[src/rtl/johnson_phase_decoder_pkg.sv]
// Shared constants and helpers for the Johnson-code phase decoder.
package johnson_phase_decoder_pkg;

  localparam int unsigned JC_W       = 4;
  localparam int unsigned NUM_PHASES = 2 * JC_W;
  localparam int unsigned IDX_W      = $clog2(NUM_PHASES);

  function automatic int unsigned next_idx(input int unsigned idx,
                                           input int unsigned num_phases = NUM_PHASES);
    return (idx + 1) % num_phases;
  endfunction

endpackage

[src/rtl/johnson_code_check.sv]
// Combinational legality check and index decode of an N-bit Johnson code.
module johnson_code_check
  import johnson_phase_decoder_pkg::*;
#(
  parameter int unsigned N     = JC_W,
  parameter int unsigned IdxW  = $clog2(2 * N)
) (
  input  logic [N-1:0]    jc_in,
  output logic            is_legal,
  output logic [IdxW-1:0] idx
);

  localparam int unsigned NumPh = 2 * N;

  typedef logic [N-1:0]    code_t;
  typedef logic [IdxW-1:0] idx_t;

  logic [NumPh-1:0] match;

  for (genvar k = 0; k < NumPh; k++) begin : g_code
    // Fill with ones from the bottom, then drain them from the bottom.
    localparam code_t Code = (k <= N) ? code_t'((1 << k) - 1)
                                      : code_t'(~((1 << (k - N)) - 1));
    assign match[k] = (jc_in == Code);
  end

  always_comb begin
    is_legal = |match;
    idx      = '0;
    for (int unsigned k = 0; k < NumPh; k++) begin
      if (match[k]) begin
        idx = idx_t'(k);
      end
    end
  end

endmodule

[src/rtl/johnson_phase_decoder.sv]
// Registers phase/index from a sampled Johnson code; tracks step errors and revolutions.
module johnson_phase_decoder
  import johnson_phase_decoder_pkg::*;
#(
  parameter int unsigned N     = JC_W,
  parameter int unsigned REV_W = 8
) (
  input  logic                     clk,
  input  logic                     clr,
  input  logic                     en,
  input  logic [N-1:0]             jc_in,
  output logic [2*N-1:0]           phase,
  output logic [$clog2(2*N)-1:0]   phase_idx,
  output logic                     legal,
  output logic                     step_err,
  output logic                     wrap,
  output logic                     err_sticky,
  output logic [REV_W-1:0]         rev_count
);

  localparam int unsigned NumPh = 2 * N;
  localparam int unsigned IdxW  = $clog2(NumPh);

  logic            dec_legal;
  logic [IdxW-1:0] dec_idx;

  johnson_code_check #(
    .N    (N),
    .IdxW (IdxW)
  ) u_check (
    .jc_in    (jc_in),
    .is_legal (dec_legal),
    .idx      (dec_idx)
  );

  logic [NumPh-1:0] phase_q, phase_d;
  logic [IdxW-1:0]  phase_idx_q, phase_idx_d;
  logic             legal_q, legal_d;
  logic             step_err_q, step_err_d;
  logic             wrap_q, wrap_d;
  logic             err_sticky_q, err_sticky_d;
  logic [REV_W-1:0] rev_count_q, rev_count_d;
  logic             prev_valid_q, prev_valid_d;
  logic [IdxW-1:0]  prev_idx_q, prev_idx_d;

  logic is_hold, is_inc, is_wrap;

  always_comb begin
    is_hold = (dec_idx == prev_idx_q);
    is_inc  = (32'(dec_idx) == next_idx(32'(prev_idx_q), NumPh));
    is_wrap = (32'(prev_idx_q) == NumPh - 1) && (dec_idx == '0);
  end

  always_comb begin
    phase_d      = phase_q;
    phase_idx_d  = phase_idx_q;
    legal_d      = legal_q;
    step_err_d   = 1'b0;
    wrap_d       = 1'b0;
    err_sticky_d = err_sticky_q;
    rev_count_d  = rev_count_q;
    prev_valid_d = prev_valid_q;
    prev_idx_d   = prev_idx_q;
    if (en) begin
      if (dec_legal) begin
        phase_d          = '0;
        phase_d[dec_idx] = 1'b1;
        phase_idx_d      = dec_idx;
        legal_d          = 1'b1;
        // Step and wrap checks need a trusted previous index.
        if (prev_valid_q) begin
          if (!is_hold && !is_inc) begin
            step_err_d   = 1'b1;
            err_sticky_d = 1'b1;
          end
          if (is_wrap) begin
            wrap_d      = 1'b1;
            rev_count_d = rev_count_q + 1'b1;
          end
        end
        prev_idx_d   = dec_idx;
        prev_valid_d = 1'b1;
      end else begin
        phase_d      = '0;
        legal_d      = 1'b0;
        err_sticky_d = 1'b1;
        prev_valid_d = 1'b0;
      end
    end
  end

  always_ff @(posedge clk) begin
    if (clr) begin
      phase_q      <= '0;
      phase_idx_q  <= '0;
      legal_q      <= 1'b0;
      step_err_q   <= 1'b0;
      wrap_q       <= 1'b0;
      err_sticky_q <= 1'b0;
      rev_count_q  <= '0;
      prev_valid_q <= 1'b0;
      prev_idx_q   <= '0;
    end else begin
      phase_q      <= phase_d;
      phase_idx_q  <= phase_idx_d;
      legal_q      <= legal_d;
      step_err_q   <= step_err_d;
      wrap_q       <= wrap_d;
      err_sticky_q <= err_sticky_d;
      rev_count_q  <= rev_count_d;
      prev_valid_q <= prev_valid_d;
      prev_idx_q   <= prev_idx_d;
    end
  end

  assign phase      = phase_q;
  assign phase_idx  = phase_idx_q;
  assign legal      = legal_q;
  assign step_err   = step_err_q;
  assign wrap       = wrap_q;
  assign err_sticky = err_sticky_q;
  assign rev_count  = rev_count_q;

endmodule
[config.mk]
export PLATFORM = sky130hd
export DESIGN_NAME = johnson_phase_decoder
export DESIGN_NICKNAME = d
export VERILOG_FILES = /design/src/rtl/johnson_phase_decoder_pkg.sv /design/src/rtl/johnson_code_check.sv /design/src/rtl/johnson_phase_decoder.sv
export SDC_FILE = /design/constraint.sdc
export NUM_CORES = 1
export LEC_CHECK = 0
export BUFFER_PORTS_ARGS = -buffer_cell sky130_fd_sc_hd__buf_2
export CAP_MARGIN = 15
export CORE_ASPECT_RATIO = 1.25
export CORE_MARGIN = 3
export CORE_UTILIZATION = 25
export CTS_CLUSTER_DIAMETER = 30
export DETAILED_ROUTE_END_ITERATION = 6
export PLACE_DENSITY = 0.49
export SETUP_SLACK_MARGIN = 0.5
export SLEW_MARGIN = 20
export SYNTH_ARGS = -nofsm -noshare
export SYNTH_HDL_FRONTEND = slang
export SYNTH_SLANG_ARGS = --single-unit
[constraint.sdc]
create_clock -name clk -period 2.65 [get_ports clk]
set_clock_uncertainty 0.05 [all_clocks]
set_input_delay 0.3975 -clock clk [delete_from_list [all_inputs] [get_ports clk]]
set_output_delay 0.3975 -clock clk [all_outputs]
set_load 0.01 [all_outputs]
Yosys cells after proc, flatten, opt, wreduce, memory -nomap -nowiden

Cells that the tools add are included.

Bits of input ports: 7
Output and inout bits: 23
Register bits after elaboration: 23

Mux-type cells: 16
Equal/unequal tests: 12
Bitwise gates (word level): 3
Magnitude comparators: 2
Add/subtract/negate cells: 2
Reductions and logical operators: 12

Operator list:

| kind                                                                          | count |
|---|---|
| 4-bit equality test (second input constant)                                   | 4 |
| 3-bit 2-to-1 mux                                                              | 4 |
| 8-bit by 1-bit adder with 8-bit output (second input constant)                | 1 |
| 1-bit 2-to-1 mux                                                              | 8 |
| 8-bit 2-to-1 mux                                                              | 1 |
| 8-bit OR reduction                                                            | 1 |
| 3-bit equality test                                                           | 2 |
| 4-bit by 1-bit equality test with 1-bit output (second input constant)        | 1 |
| 4-bit by 2-bit equality test with 1-bit output (second input constant)        | 1 |
| 4-bit by 3-bit equality test with 1-bit output (second input constant)        | 1 |
| 4-bit logical NOT                                                             | 1 |
| 3-bit by 4-bit less-than comparator with 1-bit output (second input constant) | 1 |
| 2-bit 2-to-1 mux                                                              | 2 |
| 2-bit by 1-bit inequality test with 1-bit output (second input constant)      | 2 |
| 4-bit AND reduction                                                           | 1 |
| 4-bit OR reduction                                                            | 1 |
| 3-bit by 1-bit adder with 3-bit output (second input constant)                | 1 |
| 1-bit demux with 3-bit select                                                 | 1 |
| 3-bit equality test (second input constant)                                   | 1 |
| 3-bit by 1-bit >= comparator with 1-bit output (second input constant)        | 1 |
| 1-bit logical AND                                                             | 3 |
| 3-bit logical NOT                                                             | 1 |
| 1-bit NOT                                                                     | 3 |
| 3-bit AND reduction                                                           | 1 |
| other kinds (2)                                                               | 3 |

Depth between registers and ports, before layout

Depth after elaboration: 14
Depth in mapped cells: 7

Cells and area by module

A second synthesis with hierarchy kept.

Cells, all modules: 120
Area, all modules: 1082.3 um2

Modules (own cells, without submodules):

| module                | times used | cells each | area each (um2) |
|---|---|---|---|
| johnson_phase_decoder | 1          | 109        | 997.2 |
| johnson_code_check    | 1          | 11         | 85.1 |

Least setup slack after synthesis

Ideal clock, no wire load.

Kind: register to register
From: register prev_idx_q[1]
To: register err_sticky_q (netlist: err_sticky)
Library setup time: 134 ps
Period minus slack after synthesis: 1730 ps
Data required time: 2466 ps
Path slack: 920 ps
Data arrival time: 1546 ps
Cell stages (with the launch flop): 7
Path through: dfxtp_1 > ha_1 > or2_2 > a211oi_1 > nor4_1 > mux2i_1 > o22ai_1

Cells in the longest elaborated chain, start to end: 6
Elaborated cells between the ends (all ways): 8

RTL lines:

| element                                                             | line                            | RTL |
|---|---|---|
| start, declared                                                     | johnson_phase_decoder.sv:44     | `logic [IdxW-1:0] prev_idx_q, prev_idx_d;` |
| start signal, assigned                                              | johnson_phase_decoder.sv:112    | `prev_idx_q <= prev_idx_d;` |
| 3-bit by 1-bit adder with 3-bit output                              | johnson_phase_decoder_pkg.sv:10 | `return (idx + 1) % num_phases;` |
| 3-bit equality test                                                 | johnson_phase_decoder.sv:50     | `is_inc = (32'(dec_idx) == next_idx(32'(prev_idx_q), NumPh));` |
| 1-bit logical NOT                                                   | johnson_phase_decoder.sv:72     | `if (!is_hold && !is_inc) begin` |
| 1-bit logical AND *                                                 | johnson_phase_decoder.sv:72     |  |
| 2-bit by 1-bit inequality test with 1-bit output (no source line) * | n/a                             |  |
| 3-bit AND reduction (no source line) *                              | n/a                             |  |
| end signal, assigned                                                | johnson_phase_decoder.sv:109    | `err_sticky_q <= err_sticky_d;` |
| end, declared                                                       | johnson_phase_decoder.sv:41     | `logic err_sticky_q, err_sticky_d;` |

Mark *: on every way between the ends. The rest lies on a longest branch, timed or not.
A chain may end at the register's enable or synchronous reset.

Final worst setup path

Ends and elaborated chain as after synthesis.

==> results.env <==
RUN_STATUS='complete, no violations'
YS.FLOP_TYPE='sky130_fd_sc_hd__dfxtp_1'
POWER.LEAKAGE_nW=0.5977
WORST_HOLD_PATH.ENDPOINT='phase[6]$_SDFFE_PP0P_'
SYNTHESIS.AREA_SQ_UM=1251
FIN_HOLD_WS_NS=0.4095
ANTENNA_LEFT=0
DRT_FIRST_PASS_ITERS=4
POSTCTSSETUPREPAIRBUFS=0
DIEAREA_SQ_UM=5895
FINAL_WORST_SLACK_NS=0.8403
CTS-ROOT-TO-SINK-BUFFERS=2
TIMING.SETUP.CRITICAL_PATH_CLASS='reg -> reg'
FINISH.NET_COUNT=177
WORSTREGTOREGCELLS=6
NETLIST.AREA_LEADER.SHARE_PCT=36.80
FP.COREAREA_SQ_UM=4800
YS_WARN_COUNT=0
CRITICAL_PATH.CELL_CHAIN='ha_1, or2_2, a211oi_1, nor4_1, mux2i_1, o22ai_1'
ROUTED_WIRE_LENGTH_PER_INSTANCE_MICRONS=12.80
DRV_SLEW=0
PERIOD_NEEDED_NS=1.810
ANTENNA_CELLS=0
CLOCK.FMAX_MHz=552.6
FLOORPLAN.INITIALDENSITY_PCT=26.07
SYNTH_EDF_COUNT=0
TIMING.HOLD.WORST.CLASS='reg -> reg'
FINAL_CELL_MIX='sky130_fd_sc_hd__buf_2, sky130_fd_sc_hd__dfxtp_1, sky130_fd_sc_hd__nor2_1'
NUMBER_OF_CLOCK_BUFFERS_INSERTED_BY_TRITONCTS=3
CLK_TRANSITION_REPORTED_PATHS_NS=0.08
R2R-END='err_sticky$_SDFFE_PP0P_'
SYNTH_AREA_LEADERS='sky130_fd_sc_hd__dfxtp_1, sky130_fd_sc_hd__a21oi_1, sky130_fd_sc_hd__xor2_1'
FIN_CRIT_SH_PCT=68.29
AREAGROWTHSYNTHTOFINISH_PCT=15.30
WORST_STAGE_DELAY_ON_THE_CRITICAL_PATH_NS=0.48
DRC=0
CTS_SINKS=23
DETAILEDROUTE.FIRSTITERATIONVIOLATIONS=28
CRITPATHREQUIREDTIME_NS=2.74
LARGEST_NET_DEGREE_AT_THE_START_OF_GLOBAL_ROUTING=24
CTS-HOLD-FIX-BUFFERS=0
DIE_HEIGHT_MICRONS=85.10
DIE_W_MICRONS=69.28
AVGVIACOUNTPERCELL=4.850
FLOORPLAN.IO_PINS=30
STD_CELL_ROWS=28
DRV.MAX_CAP_VIOLATION_COUNT=0
CTS_ROOT_BUFFER_TYPE='sky130_fd_sc_hd__clkbuf_8'
YOSYSSEQAREASHARE_PCT=36.80
WORST_HOLD_PATH.NUM_CELLS=2
HOLD_VIOL=0
WORST_SKEW_PAIR.LATE_LATENCY_NS=0.26
CTS_RESIZED=0
GRT_PASS1_WL_MM=4.919
SHARE_OF_CELLS_ABOVE_DRIVE_STRENGTH_1_PCT=24.10
DATA_ARRIVAL_TIME_OF_THE_CRITICAL_PATH_NS=1.90
SYNTH_SEQ_CELLS=23
SYNTH.AVG_CELL_AREA_SQ_UM=8.629
ANTENNA_FOUND_INITIAL=0
WORST_SETUP_PATH_STARTPOINT='prev_idx_q[1]$_SDFFE_PP0P_'
FINALSETUPVIOLCOUNT=0
WORST_PIN_SLEW_NS=0.4177
WORSTREG2REGSTART='prev_idx_q[1]$_SDFFE_PP0P_'
SYNTHCELLS=145
MIN_FROM='phase[6]$_SDFFE_PP0P_'
POST-SYNTH-TOP-AREA-CELL='sky130_fd_sc_hd__dfxtp_1'
DP_HPWL_MM=2.072
POST_SYNTH_NUM_CELL_TYPES=42
END_KIND='flop'
OVERALL_OVERFLOW_REMAINING_AFTER_GLOBAL_ROUTE=0
FIRST_GLOBAL_VIAS=997
CRITICAL_PATH.SLOWEST_CELL='sky130_fd_sc_hd__dfxtp_1'
PATH_DELAY_FAMILY='flip-flops'
TOTALNEGATIVESETUPSLACK_NS=0
CTS_TREE='built'
SYNTH-ASYNC-RESET-RATIO_PCT=0
MOSTFREQUENTLAYOUTCELL='sky130_fd_sc_hd__buf_2'
GRTUSAGETOTAL_PCT=9.961
POWER_DENSITY_nW_PER_UM2=464.0
FINALWIRELENGTH_MM=2.892
TIMING.SLEW.HEADROOM_PCT=72.16
NUMPORTBUFFERS=29
GP_CONGESTION=0.7452
WORST_IR_DROP_VDD_V=0.0001669
CP-START-KIND='flop'
CRITICAL_PATH_PEAK_FANOUT=6
RSZ0062_AT_GRT='no'
MAPPEDNETLISTNETS=155
CTS_HTREE_LEVELS=1
TIMING.REG2REG.SETUP_SLACK_NS=0.84
POST_PLACE_SETUP_SLACK_NS=0.6871
CP.BUFFERS_INVERTERS=0
FILLERINSTANCES=517
NUM_VIAS=1096
[Yosys cell counts, types with 4 or more instances]
library cell and instances:
sky130_fd_sc_hd__a21oi_1 13, sky130_fd_sc_hd__clkbuf_1 5, sky130_fd_sc_hd__dfxtp_1 23, sky130_fd_sc_hd__mux2i_1 4, sky130_fd_sc_hd__nand2_1 12, sky130_fd_sc_hd__nand3_1 4, sky130_fd_sc_hd__nand4_1 5, sky130_fd_sc_hd__nor2_1 14
sky130_fd_sc_hd__nor3_1 5, sky130_fd_sc_hd__xor2_1 7
[flip-flops by register name, summed over array words and instances (netlist names)]
signal / flops
err_sticky: 1
phase: 8
prev_idx_q: 3
prev_valid_q: 1
rev_count: 8
step_err: 1
wrap: 1
[worst min-delay path, delay by kind of cell, from the launching register on]
family          cells  cell delay, ns
flops               1            0.31
compound gates      1            0.05
simple gates        1            0.06
[report_power, final]
part / switching (W) / internal (W) / leakage, nW
sequential: 0.00000772 / 0.000353 / 0.186
combinational: 0.0000567 / 0.0000375 / 0.386
clock: 0.000110 / 0.000105 / 0.0255
[metrics by stage]
step / total power, W / util (%) / area (sq um) / std cells
6_report: 0.0006694 / 30.06 / 1443 / 226
5_1_grt: 0.0007077 / 30.06 / 1443 / 226
4_1_cts: 0.0006815 / 30.06 / 1443 / 226
3_5_place_dp: 0.0004635 / 29.09 / 1396 / 222
3_3_place_gp: 0.0004633 / 29.09 / 1396 / 222
2_1_floorplan: 0.0004416 / - / 1251 / 145
[worst max path at each step]
stage | to | slack (ns) | cells after the start
after global placement | rev_count[7]$_SDFFE_PP0P_ | 0.74 | 6
after CTS | err_sticky$_SDFFE_PP0P_ | 0.83 | 6
after detailed placement | rev_count[7]$_SDFFE_PP0P_ | 0.69 | 6
after floorplan | err_sticky$_SDFFE_PP0P_ | 0.92 | 6
final | err_sticky$_SDFFE_PP0P_ | 0.84 | 6
after global routing | err_sticky$_SDFFE_PP0P_ | 0.68 | 6
[cell type report]
| cell class | count | area [sq um] | area share [%] |
|---|---|---|---|
| Clock buffer | 3 | 41.29 | 2.862 |
| Clock inverter | 1 | 5.005 | 0.3469 |
| Inverter | 2 | 7.507 | 0.5204 |
| Multi-Input combinational cell | 108 | 708.2 | 49.09 |
| Sequential cell | 23 | 460.4 | 31.92 |
| Tap cell | 60 | 75.07 | 5.204 |
| Timing Repair Buffer | 29 | 145.1 | 10.06 |
[logic make-up (layout without fill, tap and decap cells)]
group / after synthesis / after routing / share of synthesized area, %
multiplexers: 4 / 4 / 3.200
flip-flops: 23 / 23 / 36.80
AO/OA/AOI/OAI: 24 / 24 / 12.80
AND/OR/NAND/NOR: 67 / 67 / 30.60
buffers and inverters: 14 / 35 / 6.599
XOR/XNOR: 10 / 10 / 7.000
adder cells (fa/ha/maj): 3 / 3 / 3.000
[routing by layer]
layer | track usage [%] | part of all wire, %
met5 | 0 | 0
met4 | 3.197 | 0.73
met3 | 1.777 | 5.2
met2 | 16.41 | 47
met1 | 13.19 | 47
Note: power is estimated with default switching activity, not from simulation.
